## src/rtl/difftest_pkg.sv

```systemverilog
// Shared types and constants for the difftest CSR-state channel.
package difftest_pkg;

    localparam int unsigned XLEN        = 64;
    localparam int unsigned NUM_CSR     = 17;
    localparam int unsigned COREID_W    = 8;
    localparam int unsigned PRIV_W      = 2;
    localparam int unsigned HDR_SEQ_W   = 16;
    localparam int unsigned BEAT_IDX_W  = 5;
    localparam int unsigned DROP_W      = 16;

    localparam logic [15:0] HDR_MAGIC        = 16'hC5A7;
    localparam logic [7:0]  BEAT_TOTAL_PLAIN = 8'd18;
    localparam logic [7:0]  BEAT_TOTAL_CSUM  = 8'd19;

    // Beat index within a snapshot stream; CSR beats follow the port order.
    typedef enum logic [BEAT_IDX_W-1:0] {
        CSR_HDR      = 5'd0,
        CSR_MSTATUS  = 5'd1,
        CSR_SSTATUS  = 5'd2,
        CSR_MEPC     = 5'd3,
        CSR_SEPC     = 5'd4,
        CSR_MTVAL    = 5'd5,
        CSR_STVAL    = 5'd6,
        CSR_MTVEC    = 5'd7,
        CSR_STVEC    = 5'd8,
        CSR_MCAUSE   = 5'd9,
        CSR_SCAUSE   = 5'd10,
        CSR_SATP     = 5'd11,
        CSR_MIP      = 5'd12,
        CSR_MIE      = 5'd13,
        CSR_MSCRATCH = 5'd14,
        CSR_SSCRATCH = 5'd15,
        CSR_MIDELEG  = 5'd16,
        CSR_MEDELEG  = 5'd17,
        CSR_CSUM     = 5'd18
    } csr_idx_e;

    // One captured commit snapshot; csr[0] is mstatus, csr[16] is medeleg.
    typedef struct packed {
        logic [COREID_W-1:0]             coreid;
        logic [PRIV_W-1:0]               priv;
        logic [HDR_SEQ_W-1:0]            seq;
        logic [NUM_CSR-1:0][XLEN-1:0]    csr;
    } snap_t;

    // Header beat layout: magic, pad, beat count, sequence, pad, privilege, hart id.
    function automatic logic [XLEN-1:0] make_header(
        input logic [COREID_W-1:0]  coreid,
        input logic [PRIV_W-1:0]    priv,
        input logic [HDR_SEQ_W-1:0] seq,
        input logic [7:0]           total
    );
        return {HDR_MAGIC, 8'h00, total, seq, 6'h00, priv, coreid};
    endfunction

endpackage

```

## src/rtl/difftest_snap_fifo.sv

```systemverilog
// Snapshot FIFO between core capture and beat serializer; full/empty/count are registered.
module difftest_snap_fifo
    import difftest_pkg::*;
#(
    parameter int unsigned DEPTH = 2,
    localparam int unsigned PTR_W = (DEPTH > 1) ? $clog2(DEPTH) : 1,
    localparam int unsigned CNT_W = $clog2(DEPTH + 1)
)(
    input  logic  io_clock,
    input  logic  io_reset,
    input  logic  push,
    input  snap_t wr_data,
    input  logic  pop,
    output snap_t rd_data,
    output logic  full,
    output logic  empty
);

    snap_t            mem [DEPTH];
    logic [PTR_W-1:0] wr_ptr;
    logic [PTR_W-1:0] rd_ptr;
    logic [CNT_W-1:0] count;
    logic [CNT_W-1:0] count_nxt;
    logic             do_push;
    logic             do_pop;

    assign do_push = push && !full;
    assign do_pop  = pop && !empty;
    assign rd_data = mem[rd_ptr];

    // Occupancy after this cycle's push/pop; simultaneous push and pop leave it unchanged.
    always_comb begin
        count_nxt = count;
        case ({do_push, do_pop})
            2'b10:   count_nxt = count + CNT_W'(1);
            2'b01:   count_nxt = count - CNT_W'(1);
            default: count_nxt = count;
        endcase
    end

    // Snapshot storage; contents are don't-care until written.
    always_ff @(posedge io_clock) begin
        if (do_push) begin
            mem[wr_ptr] <= wr_data;
        end
    end

    // Pointers and registered status flags.
    always_ff @(posedge io_clock or posedge io_reset) begin
        if (io_reset) begin
            wr_ptr <= '0;
            rd_ptr <= '0;
            count  <= '0;
            full   <= 1'b0;
            empty  <= 1'b1;
        end else begin
            if (do_push) wr_ptr <= wr_ptr + PTR_W'(1);
            if (do_pop)  rd_ptr <= rd_ptr + PTR_W'(1);
            count <= count_nxt;
            full  <= (count_nxt == CNT_W'(DEPTH));
            empty <= (count_nxt == '0);
        end
    end

endmodule

```

## src/rtl/difftest_csr_serializer.sv

```systemverilog
// Difftest CSR-state source: buffers per-commit CSR snapshots and streams them as 64-bit beats.
// Build option: DIFFTEST_CSR_CHKSUM_EN appends an XOR checksum beat over header and CSR beats.
module difftest_csr_serializer
    import difftest_pkg::*;
#(
    parameter int unsigned SNAP_DEPTH = 2,
    parameter int unsigned SEQ_W      = 16
)(
    input  logic                io_clock,
    input  logic                io_reset,
    input  logic [COREID_W-1:0] io_coreid,
    input  logic                io_cap_valid,
    output logic                io_cap_ready,
    input  logic [PRIV_W-1:0]   io_priviledgeMode,
    input  logic [XLEN-1:0]     io_mstatus,
    input  logic [XLEN-1:0]     io_sstatus,
    input  logic [XLEN-1:0]     io_mepc,
    input  logic [XLEN-1:0]     io_sepc,
    input  logic [XLEN-1:0]     io_mtval,
    input  logic [XLEN-1:0]     io_stval,
    input  logic [XLEN-1:0]     io_mtvec,
    input  logic [XLEN-1:0]     io_stvec,
    input  logic [XLEN-1:0]     io_mcause,
    input  logic [XLEN-1:0]     io_scause,
    input  logic [XLEN-1:0]     io_satp,
    input  logic [XLEN-1:0]     io_mip,
    input  logic [XLEN-1:0]     io_mie,
    input  logic [XLEN-1:0]     io_mscratch,
    input  logic [XLEN-1:0]     io_sscratch,
    input  logic [XLEN-1:0]     io_mideleg,
    input  logic [XLEN-1:0]     io_medeleg,
    output logic                io_out_valid,
    input  logic                io_out_ready,
    output logic [XLEN-1:0]     io_out_data,
    output logic                io_out_last,
    output logic [DROP_W-1:0]   io_drop_cnt
);

    localparam logic [1:0] ST_IDLE = 2'd0;
    localparam logic [1:0] ST_HDR  = 2'd1;
    localparam logic [1:0] ST_BODY = 2'd2;
    localparam logic [1:0] ST_CSUM = 2'd3;

`ifdef DIFFTEST_CSR_CHKSUM_EN
    localparam logic [7:0] HDR_BEAT_TOTAL = BEAT_TOTAL_CSUM;
`else
    localparam logic [7:0] HDR_BEAT_TOTAL = BEAT_TOTAL_PLAIN;
`endif

    logic [1:0]            state_q;
    logic [1:0]            state_nxt;
    logic [BEAT_IDX_W-1:0] idx_q;
    logic [BEAT_IDX_W-1:0] idx_nxt;
    logic                  valid_nxt;
    logic [XLEN-1:0]       data_nxt;
    logic                  last_nxt;
    logic                  pop_c;
    logic                  beat_fire;
    logic [SEQ_W-1:0]      seq_q;
    logic                  cap_push;
    logic                  fifo_full;
    logic                  fifo_empty;
    snap_t                 snap_in;
    snap_t                 head;
`ifdef DIFFTEST_CSR_CHKSUM_EN
    logic [XLEN-1:0]       csum_q;
    logic [XLEN-1:0]       csum_nxt;
`endif

    assign io_cap_ready = !fifo_full;
    assign cap_push     = io_cap_valid && io_cap_ready;
    assign beat_fire    = io_out_valid && io_out_ready;

    // Assemble the snapshot from the core's commit-time CSR view.
    always_comb begin
        snap_in.coreid  = io_coreid;
        snap_in.priv    = io_priviledgeMode;
        snap_in.seq     = HDR_SEQ_W'(seq_q);
        snap_in.csr[0]  = io_mstatus;
        snap_in.csr[1]  = io_sstatus;
        snap_in.csr[2]  = io_mepc;
        snap_in.csr[3]  = io_sepc;
        snap_in.csr[4]  = io_mtval;
        snap_in.csr[5]  = io_stval;
        snap_in.csr[6]  = io_mtvec;
        snap_in.csr[7]  = io_stvec;
        snap_in.csr[8]  = io_mcause;
        snap_in.csr[9]  = io_scause;
        snap_in.csr[10] = io_satp;
        snap_in.csr[11] = io_mip;
        snap_in.csr[12] = io_mie;
        snap_in.csr[13] = io_mscratch;
        snap_in.csr[14] = io_sscratch;
        snap_in.csr[15] = io_mideleg;
        snap_in.csr[16] = io_medeleg;
    end

    difftest_snap_fifo #(
        .DEPTH (SNAP_DEPTH)
    ) u_fifo (
        .io_clock (io_clock),
        .io_reset (io_reset),
        .push     (cap_push),
        .wr_data  (snap_in),
        .pop      (pop_c),
        .rd_data  (head),
        .full     (fifo_full),
        .empty    (fifo_empty)
    );

    // Beat sequencing: header, 17 CSR beats, optional checksum; outputs held until accepted.
    always_comb begin
        state_nxt = state_q;
        idx_nxt   = idx_q;
        valid_nxt = io_out_valid;
        data_nxt  = io_out_data;
        last_nxt  = io_out_last;
        pop_c     = 1'b0;
`ifdef DIFFTEST_CSR_CHKSUM_EN
        csum_nxt  = csum_q;
`endif
        case (state_q)
            ST_IDLE: begin
                if (!fifo_empty) begin
                    state_nxt = ST_HDR;
                    idx_nxt   = BEAT_IDX_W'(CSR_HDR);
                    valid_nxt = 1'b1;
                    data_nxt  = make_header(head.coreid, head.priv, head.seq, HDR_BEAT_TOTAL);
                    last_nxt  = 1'b0;
`ifdef DIFFTEST_CSR_CHKSUM_EN
                    csum_nxt  = '0;
`endif
                end
            end
            ST_HDR: begin
                if (beat_fire) begin
                    state_nxt = ST_BODY;
                    idx_nxt   = BEAT_IDX_W'(CSR_MSTATUS);
                    data_nxt  = head.csr[0];
                    last_nxt  = 1'b0;
`ifdef DIFFTEST_CSR_CHKSUM_EN
                    csum_nxt  = csum_q ^ io_out_data;
`endif
                end
            end
            ST_BODY: begin
                if (beat_fire) begin
`ifdef DIFFTEST_CSR_CHKSUM_EN
                    csum_nxt = csum_q ^ io_out_data;
`endif
                    if (idx_q == BEAT_IDX_W'(CSR_MEDELEG)) begin
`ifdef DIFFTEST_CSR_CHKSUM_EN
                        state_nxt = ST_CSUM;
                        idx_nxt   = BEAT_IDX_W'(CSR_CSUM);
                        data_nxt  = csum_q ^ io_out_data;
                        last_nxt  = 1'b1;
`else
                        state_nxt = ST_IDLE;
                        idx_nxt   = BEAT_IDX_W'(CSR_HDR);
                        valid_nxt = 1'b0;
                        data_nxt  = '0;
                        last_nxt  = 1'b0;
                        pop_c     = 1'b1;
`endif
                    end else begin
                        // Beat k carries csr[k-1], so the next beat after idx_q is csr[idx_q].
                        idx_nxt  = idx_q + BEAT_IDX_W'(1);
                        data_nxt = head.csr[idx_q];
`ifdef DIFFTEST_CSR_CHKSUM_EN
                        last_nxt = 1'b0;
`else
                        last_nxt = (idx_q == BEAT_IDX_W'(CSR_MIDELEG));
`endif
                    end
                end
            end
            ST_CSUM: begin
                if (beat_fire) begin
                    state_nxt = ST_IDLE;
                    idx_nxt   = BEAT_IDX_W'(CSR_HDR);
                    valid_nxt = 1'b0;
                    data_nxt  = '0;
                    last_nxt  = 1'b0;
                    pop_c     = 1'b1;
                end
            end
            default: begin
                state_nxt = ST_IDLE;
                valid_nxt = 1'b0;
                data_nxt  = '0;
                last_nxt  = 1'b0;
            end
        endcase
    end

    // FSM state and registered beat outputs.
    always_ff @(posedge io_clock or posedge io_reset) begin
        if (io_reset) begin
            state_q      <= ST_IDLE;
            idx_q        <= '0;
            io_out_valid <= 1'b0;
            io_out_data  <= '0;
            io_out_last  <= 1'b0;
        end else begin
            state_q      <= state_nxt;
            idx_q        <= idx_nxt;
            io_out_valid <= valid_nxt;
            io_out_data  <= data_nxt;
            io_out_last  <= last_nxt;
        end
    end

`ifdef DIFFTEST_CSR_CHKSUM_EN
    // Running XOR of beats already sent for the current snapshot.
    always_ff @(posedge io_clock or posedge io_reset) begin
        if (io_reset) begin
            csum_q <= '0;
        end else begin
            csum_q <= csum_nxt;
        end
    end
`endif

    // Sequence number per accepted capture and saturating overflow-drop counter.
    always_ff @(posedge io_clock or posedge io_reset) begin
        if (io_reset) begin
            seq_q       <= '0;
            io_drop_cnt <= '0;
        end else begin
            if (cap_push) begin
                seq_q <= seq_q + SEQ_W'(1);
            end
            if (io_cap_valid && !io_cap_ready && (io_drop_cnt != {DROP_W{1'b1}})) begin
                io_drop_cnt <= io_drop_cnt + DROP_W'(1);
            end
        end
    end

endmodule

```

## config.mk

```make
export PLATFORM = sky130hd
export DESIGN_NAME = difftest_csr_serializer
export DESIGN_NICKNAME = d
export VERILOG_FILES = /design/src/rtl/difftest_pkg.sv /design/src/rtl/difftest_snap_fifo.sv /design/src/rtl/difftest_csr_serializer.sv
export SDC_FILE = /design/constraint.sdc
export NUM_CORES = 2
export LEC_CHECK = 0
export ABC_CLOCK_PERIOD_IN_PS = 47500
export CELL_PAD_IN_SITES_DETAIL_PLACEMENT = 0
export CELL_PAD_IN_SITES_GLOBAL_PLACEMENT = 2
export CORE_MARGIN = 2
export CORE_UTILIZATION = 30
export DETAILED_ROUTE_END_ITERATION = 12
export GPL_TIMING_DRIVEN = 1
export PLACE_DENSITY = 0.71
export SLEW_MARGIN = 40
export SYNTH_ARGS = -nofsm -noshare
export SYNTH_HDL_FRONTEND = slang
export SYNTH_SLANG_ARGS = --single-unit
export TNS_END_PERCENT = 5
```

## constraint.sdc

```tcl
create_clock -name io_clock -period 47.5 [get_ports io_clock]
set_input_delay 9.5 -clock io_clock [delete_from_list [all_inputs] [get_ports io_clock]]
set_output_delay 9.5 -clock io_clock [all_outputs]
set_load 0.05 [all_outputs]
```

Word-level counts from Yosys, hierarchy flattened
Memories as Yosys holds them, arrays and structs flattened.
Cells that the tools add are included.
- flip-flop bits (word level): 111
- memory bits (writable): 2228
- input port bits: 1102
- output and inout bits: 83
- logic and storage cells: 88
- memories: 1
- add/subtract/negate cells: 7
- $lt $le $gt $ge: 1
- eq/ne operators: 15
- multiplexer cells: 36
- reduce and logical (&&, ||, !) cells: 16
- memory list (memory ; depth ; bits a word ; rd ports ; clocked after memory_dff ; wr ports ; line ; text):
    u_fifo.mem ; 2 ; 1114 ; 1 ; 0 ; 1 ; difftest_snap_fifo.sv:19 ; snap_t mem [DEPTH];
- operators by type and width (cell ; count):
    64-bit two-way mux ; 6
    64-bit binary-select mux with 5-bit select ; 1
    64-bit case mux with 4 select lines ; 1
    16-bit by 1-bit adder with 16-bit output, second input constant ; 2
    5-bit two-way mux ; 5
    5-bit case mux with 4 select lines ; 1
    16-bit != test, second input constant ; 1
    1-bit two-way mux ; 12
    5-bit equality test, second input constant ; 2
    2-bit two-way mux ; 5
    2-bit != test, second input constant ; 5
    5-bit AND reduction ; 2
    2-bit equality test, second input constant ; 4
    2-bit case mux with 4 select lines ; 1
    1-bit logical AND ; 6
    5-bit by 6-bit less-than comparator with 1-bit output, second input constant ; 1
    1-bit case mux with 3 select lines ; 2
    5-bit by 1-bit adder with 5-bit output, second input constant ; 1
    2-bit by 1-bit equality test with 1-bit output, second input constant ; 2
    2-bit zero test ; 2
    2-bit case mux with 2 select lines ; 1
    4-bit AND reduction ; 1
    3-bit AND reduction ; 1
    3-bit nonzero test ; 1
    7 further kinds ; 9

Depth between registers and ports, before layout
- depth in word-level cells: 8
- depth in mapped cells: 14
- mapped depth without buffers: 9

Cells and area by module
Synthesis repeated with hierarchy kept, for this count alone.
- cells, all modules: 4759
- area, all modules: 95634.2 µm²
- by module, submodules not included (module ; instances ; cells an instance ; area an instance (µm²) ; seq. area each (µm²)):
    difftest_snap_fifo ; 1 ; 3493 ; 81986.1 ; 67055.6
    difftest_csr_serializer ; 1 ; 1266 ; 13648.1 ; 2627.5

Worst setup path before layout
OpenSTA, ideal clock, no wires.
- path type: input-to-reg
- start point: in io_cap_valid
- end point: mem u_fifo.mem[0][0] (netlist bit) (enable)
- setup time: 2626 ps
- arrival time: 55993 ps
- required time: 44874 ps
- path slack: -11118 ps
- stages: 4
- buffers on the path: 1
- path through: nor2b_1 clkbuf_1 inv_1 nor2_1
- longest elaborated chain between the ends: 4
- ends and longest elaborated chain (what ; line ; text):
    from (decl) ; difftest_csr_serializer.sv:12 ; input logic io_cap_valid,
    1-bit logical AND ; difftest_csr_serializer.sv:71 ; assign cap_push = io_cap_valid && io_cap_ready;
    1-bit logical AND ; difftest_snap_fifo.sv:27 ; assign do_push = push && !full;
    1-bit two-way mux ; difftest_snap_fifo.sv:43 ; if (do_push) begin
    1-bit two-way mux (not written as such) ; difftest_snap_fifo.sv:44 ; mem[wr_ptr] <= wr_data;
    to (decl) ; difftest_snap_fifo.sv:19 ;
Every way passes these cells.

Final worst setup path
- start point: in io_cap_valid
- end point: mem u_fifo.mem[1][822] (netlist bit) (enable)
Same word-level chain as after synthesis.

==> flow_results.org <==
** Job
- Across the run, the number of max-cap violations was 0.

** Floorplan
- The floorplan step set the die height to 553 um.
- Num ports :: 1185
- Measured along the x axis, the die boundary spans 553 um.
- The floorplan has 201 rows.
- Area inside the core boundary :: 0.300 mm^2
- The die covers ~0.31 mm^2.
- For this configuration, the core starts out at a cell density of 0.302.

** STA
- Fin crit period :: 14.40 ns
- Crit share post-route :: 0.303
- Final hold analysis gives a worst-case slack of 0.454 ns.
- Adding up every negative setup slack in the final design gives 0 ns.
- For the pin with the worst max-slew slack, the measured transition is 1.03 ns.
- Max_slew headroom :: 0.313
- The number of pins with negative max-slew slack in the final report was 0.
- Setup repair after global routing missed its margin :: no
- Setup violations remaining at the end of the flow were counted as 0.
- Upper clock frequency limit :: 69.5 MHz
- Once routing completed, OpenROAD measured the worst setup slack at 33.10 ns.
- Final clock skew :: about 0.053 ns
- The number of hold violations in the final report was 0.

** Clock network
- Root Driver :: sky130_fd_sc_hd__clkbuf_16
- The H-tree generated during clock tree synthesis spans 5 levels.
- Clock sink total :: 2339
- The number of gates resized after CTS was 0.
- Reg clk slew, reported paths :: ~0.06 ns
- TritonCTS built the clock tree.
- Once the clock tree was built, the setup fixing pass inserted 0 buffers.
- Clock latency on the worst-skew pair, taken at its later pin, is 0.89 ns.
- Post-CTS Hold Buffers :: 0
- Inserted Clock Buffers :: between 200 and 300
- In this run the deepest clock path goes through 4 buffers.

** Setup path
- Critical Path RT :: roughly 48 ns
- Start of the worst register-to-register path :: u_fifo.full$_DFF_PP0_
- Of all nets on the critical path, the largest fanout is 93.
- The setup check on the worst reg-to-reg path leaves a slack of 41.83 ns.
- The most critical setup path has its startpoint at io_cap_valid.
- In this design, the largest share of critical-path delay is due to buffers and inverters.
- End point of the critical path :: u_fifo.mem[1][822]$_DFFE_PP_
- In this run the critical register-to-register path is captured at u_fifo.mem[1][822]$_DFFE_PP_.
- The critical path runs through a total of 9 cells.
- Counting cells, the worst reg-to-reg path comes to 8.
- The setup path with the least slack is of type in2reg.
- Arrival time of data at the critical path endpoint :: 14.90 ns
- Walking the worst path, the cells encountered are clkdlybuf4s50_1 -> nor2b_1 -> and2_4 -> buf_4 -> buf_12 -> buf_16 -> buf_4 -> buf_12 -> buf_16.
- STA classifies the critical path endpoint as a flop.
- Startpoint class of the critical path :: input port
- Master of the slowest instance on the critical path :: sky130_fd_sc_hd__and2_4
- Max stage delay on crit path :: 0.78 ns
- Count of buffer and inverter cells on the critical path :: 7

** GRT
- The initial antenna violation count was between 200 and 250.
- Total Routing Usage GR :: 0.206
- Wire length of the first global-routing pass :: about 430 mm
- Overflow after GRT :: 0
- The number of global-route vias before repair came to 51400.
- Maximum number of pins on one net before global-route repair :: around 120

** Synth
- In this run the cell area of the synthesized design comes to about 0.09 mm^2.
- Leading register cell type out of synthesis :: sky130_fd_sc_hd__edfxtp_1
- Number of enable-type register cells in the synthesized netlist :: approximately 2200
- Most instantiated library cell after synthesis :: sky130_fd_sc_hd__edfxtp_1
- Post-synth top cells :: sky130_fd_sc_hd__edfxtp_1 (2228), sky130_fd_sc_hd__mux4_2 (410), sky130_fd_sc_hd__mux2i_1 (311)
- Net count of the mapped netlist :: 5519
- By area the synthesized netlist is led by sky130_fd_sc_hd__edfxtp_1 (74%), sky130_fd_sc_hd__mux4_2 (10%), sky130_fd_sc_hd__mux2i_1 (3.4%), sky130_fd_sc_hd__dfrtp_1 (3.0%), sky130_fd_sc_hd__mux2_2 (1.3%).
- Counting flops with an async set or reset pin after synthesis yields a share of 0.0475.
- Yosys top cell area share :: 0.740
- Largest area contributor in the netlist :: sky130_fd_sc_hd__edfxtp_1
- Counting flops and latches in the post-synthesis netlist gives 2339.
- In the synthesized netlist, the number of instances is 4407.
- Warnings from Yosys :: 0
- Averaged over all synthesized cells, the footprint is around 20 um^2.
- For this run, the register share of the synthesized area comes to 0.771.
- Netlist cell types :: 70

** Worst hold path
- Type of the most critical hold path :: reg2reg

** Route
- Wires add up to around 320 mm.
- Detailed routing inserted a total of 50600 vias.
- After detailed routing, the number of vias per cell comes to 5.08.
- Detailed-routing iteration count for the pre-antenna-repair pass :: 5
- Remaining design rule violation count :: 0
- Detail Route Antenna Nets :: 0
- Post-DR wirelength/cell :: 32.5 um
- Violation count after the first detailed-route iteration :: roughly 5600

** Place
- Estimated wirelength of the detail-placed design :: 236 mm
- At the placement stage, the worst setup path has a slack of 31.92 ns.
- Post-placement cell count :: 9417
- The congestion estimate from routability-driven global placement came to ~0.82.
- In this run the tool buffered the top-level ports with between 1000 and 1500 buffer cells.

** Final layout
- Area grow syn2layout :: 28.7%
- At the end of the flow the core is filled with cells to 0.388.
- Layout cell share with drive strength beyond 1 :: 0.180
- Non-Filler Instances :: 9968
- The filler cells instantiated in the layout total between 20000 and 30000.
- For this run, the post-layout net count is 6843.

** Power
- The analysis attributes to cell leakage a power of 38.1 nW.
- Worst vdd rail ir drop :: ~0.029 mV
- Dividing total power by cell area gives a power density of roughly 47 mW/mm^2.

** Status
- The flow ran to the end, and the final reports show no timing, DRC or antenna violations.
-- cells by family (layout without fill, tap and decap cells) --
logic type,Yosys count,count (layout),share of synthesized area
AOI/OAI and AO/OA,471,471,0.0365
xor gates and xnor gates,35,35,0.00339
adders and majority gates,10,10,0.00138
DFF,2339,2339,0.771
and+or+nand+nor,472,472,0.0238
other,0,73,0
buffers and inverters,257,1787,0.0149
muxes,823,823,0.149
-- cell usage in the layout (no fill, tap or decap), types with 24 or more instances in the layout --
| cell | synthesis | layout |
|---|---|---|
| sky130_fd_sc_hd__a21oi_1 | 75 | 69 |
| sky130_fd_sc_hd__a221oi_1 | 45 | 45 |
| sky130_fd_sc_hd__a22oi_1 | 39 | 39 |
| sky130_fd_sc_hd__buf_4 | 46 | 68 |
| sky130_fd_sc_hd__buf_6 | 16 | 26 |
| sky130_fd_sc_hd__bufinv_16 | 0 | 24 |
| sky130_fd_sc_hd__clkbuf_1 | 100 | 52 |
| sky130_fd_sc_hd__clkbuf_16 | 0 | 270 |
| sky130_fd_sc_hd__clkdlybuf4s50_1 | 0 | 1182 |
| sky130_fd_sc_hd__clkinv_1 | 1 | 50 |
| sky130_fd_sc_hd__clkinv_2 | 0 | 37 |
| sky130_fd_sc_hd__dfrtp_1 | 110 | 105 |
| sky130_fd_sc_hd__diode_2 | 0 | 73 |
| sky130_fd_sc_hd__edfxtp_1 | 2228 | 2228 |
| sky130_fd_sc_hd__mux2_2 | 102 | 102 |
| sky130_fd_sc_hd__mux2i_1 | 311 | 310 |
| sky130_fd_sc_hd__mux4_2 | 410 | 410 |
| sky130_fd_sc_hd__nand2_1 | 202 | 200 |
| sky130_fd_sc_hd__nand3_1 | 51 | 50 |
| sky130_fd_sc_hd__nand4_1 | 25 | 25 |
| sky130_fd_sc_hd__nor2_1 | 109 | 103 |
| sky130_fd_sc_hd__o21ai_0 | 61 | 61 |
| sky130_fd_sc_hd__o221ai_1 | 35 | 34 |
| sky130_fd_sc_hd__o22ai_1 | 90 | 83 |
-- routing by layer --
metal	share of wire	vias to the layer above	track usage
met2	0.47	2243	0.323
met3	0.089	574	0.0639
met4	0.027	114	0.0600
met5	0.0022	-	0
met1	0.42	26600	0.274
li1	-	21100	-
-- sequential cells by signal (all words and copies together), names as in the netlist --
| signal | flops |
|---|---|
| u_fifo.rd_ptr | 1 |
| u_fifo.mem | 2228 |
| io_out_data | 64 |
| io_drop_cnt | 16 |
| u_fifo.empty | 1 |
| io_out_last | 1 |
| idx_q | 5 |
| state_q | 2 |
| u_fifo.full | 1 |
| u_fifo.count | 2 |
| io_out_valid | 1 |
| seq_q | 16 |
| u_fifo.wr_ptr | 1 |
-- metrics by stage --
stage          total power, mW  instance area [um^2]
4_1_cts                   5.56                116000
3_5_place_dp              3.50                107000
6_report                  5.50                116000
2_1_floorplan             3.71                 90400
5_1_grt                   5.70                116000
3_3_place_gp              3.46                107000
-- worst reg2reg max path: cells and delay by family, from the launching register on --
kind / cells / cell delay [ns]
DFF: 1 / 0.44
and+or+nand+nor: 2 / 1.39
buffers and inverters: 6 / 3.34
-- power breakdown --
group / total [mW] / switching [mW] / leakage, nW / internal (mW)
clock network: 2.05 / 0.851 / 4.21 / 1.20
logic: 0.619 / 0.393 / 11.8 / 0.226
registers: 2.83 / 0.0907 / 22.1 / 2.74
total: 5.50 / 1.34 / 38.1 / 4.16
-- how the worst min path moves through the flow --
stage / startpoint / endpoint / slack (ns) / depth (start not counted)
CTS: seq_q[11]$_DFFE_PP0P_ / u_fifo.mem[1][1099]$_DFFE_PP_ / 0.46 / 0
global route: seq_q[11]$_DFFE_PP0P_ / u_fifo.mem[0][1099]$_DFFE_PP_ / 0.49 / 0
detailed placement: u_fifo.count[1]$_DFF_PP0_ / u_fifo.count[1]$_DFF_PP0_ / 0.47 / 1
finish: seq_q[11]$_DFFE_PP0P_ / u_fifo.mem[1][1099]$_DFFE_PP_ / 0.45 / 0
global placement: u_fifo.count[1]$_DFF_PP0_ / u_fifo.count[1]$_DFF_PP0_ / 0.46 / 1
floorplan: seq_q[11]$_DFFE_PP0P_ / u_fifo.mem[0][1099]$_DFFE_PP_ / 0.44 / 0
-- area by class of cell --
class                      instances  area [um^2]  area share
multi-input combinational       1811        19600       0.169
antenna                           73          183     0.00157
tap                             3958         4950      0.0426
sequential                      2339        69700       0.599
timing repair buffer            1297        13100       0.112
clock inverter                   147         1670      0.0143
inverter                          15         67.6    0.000581
clock buffer                     328         7030      0.0605
Note: power is estimated with default switching activity, not from simulation.
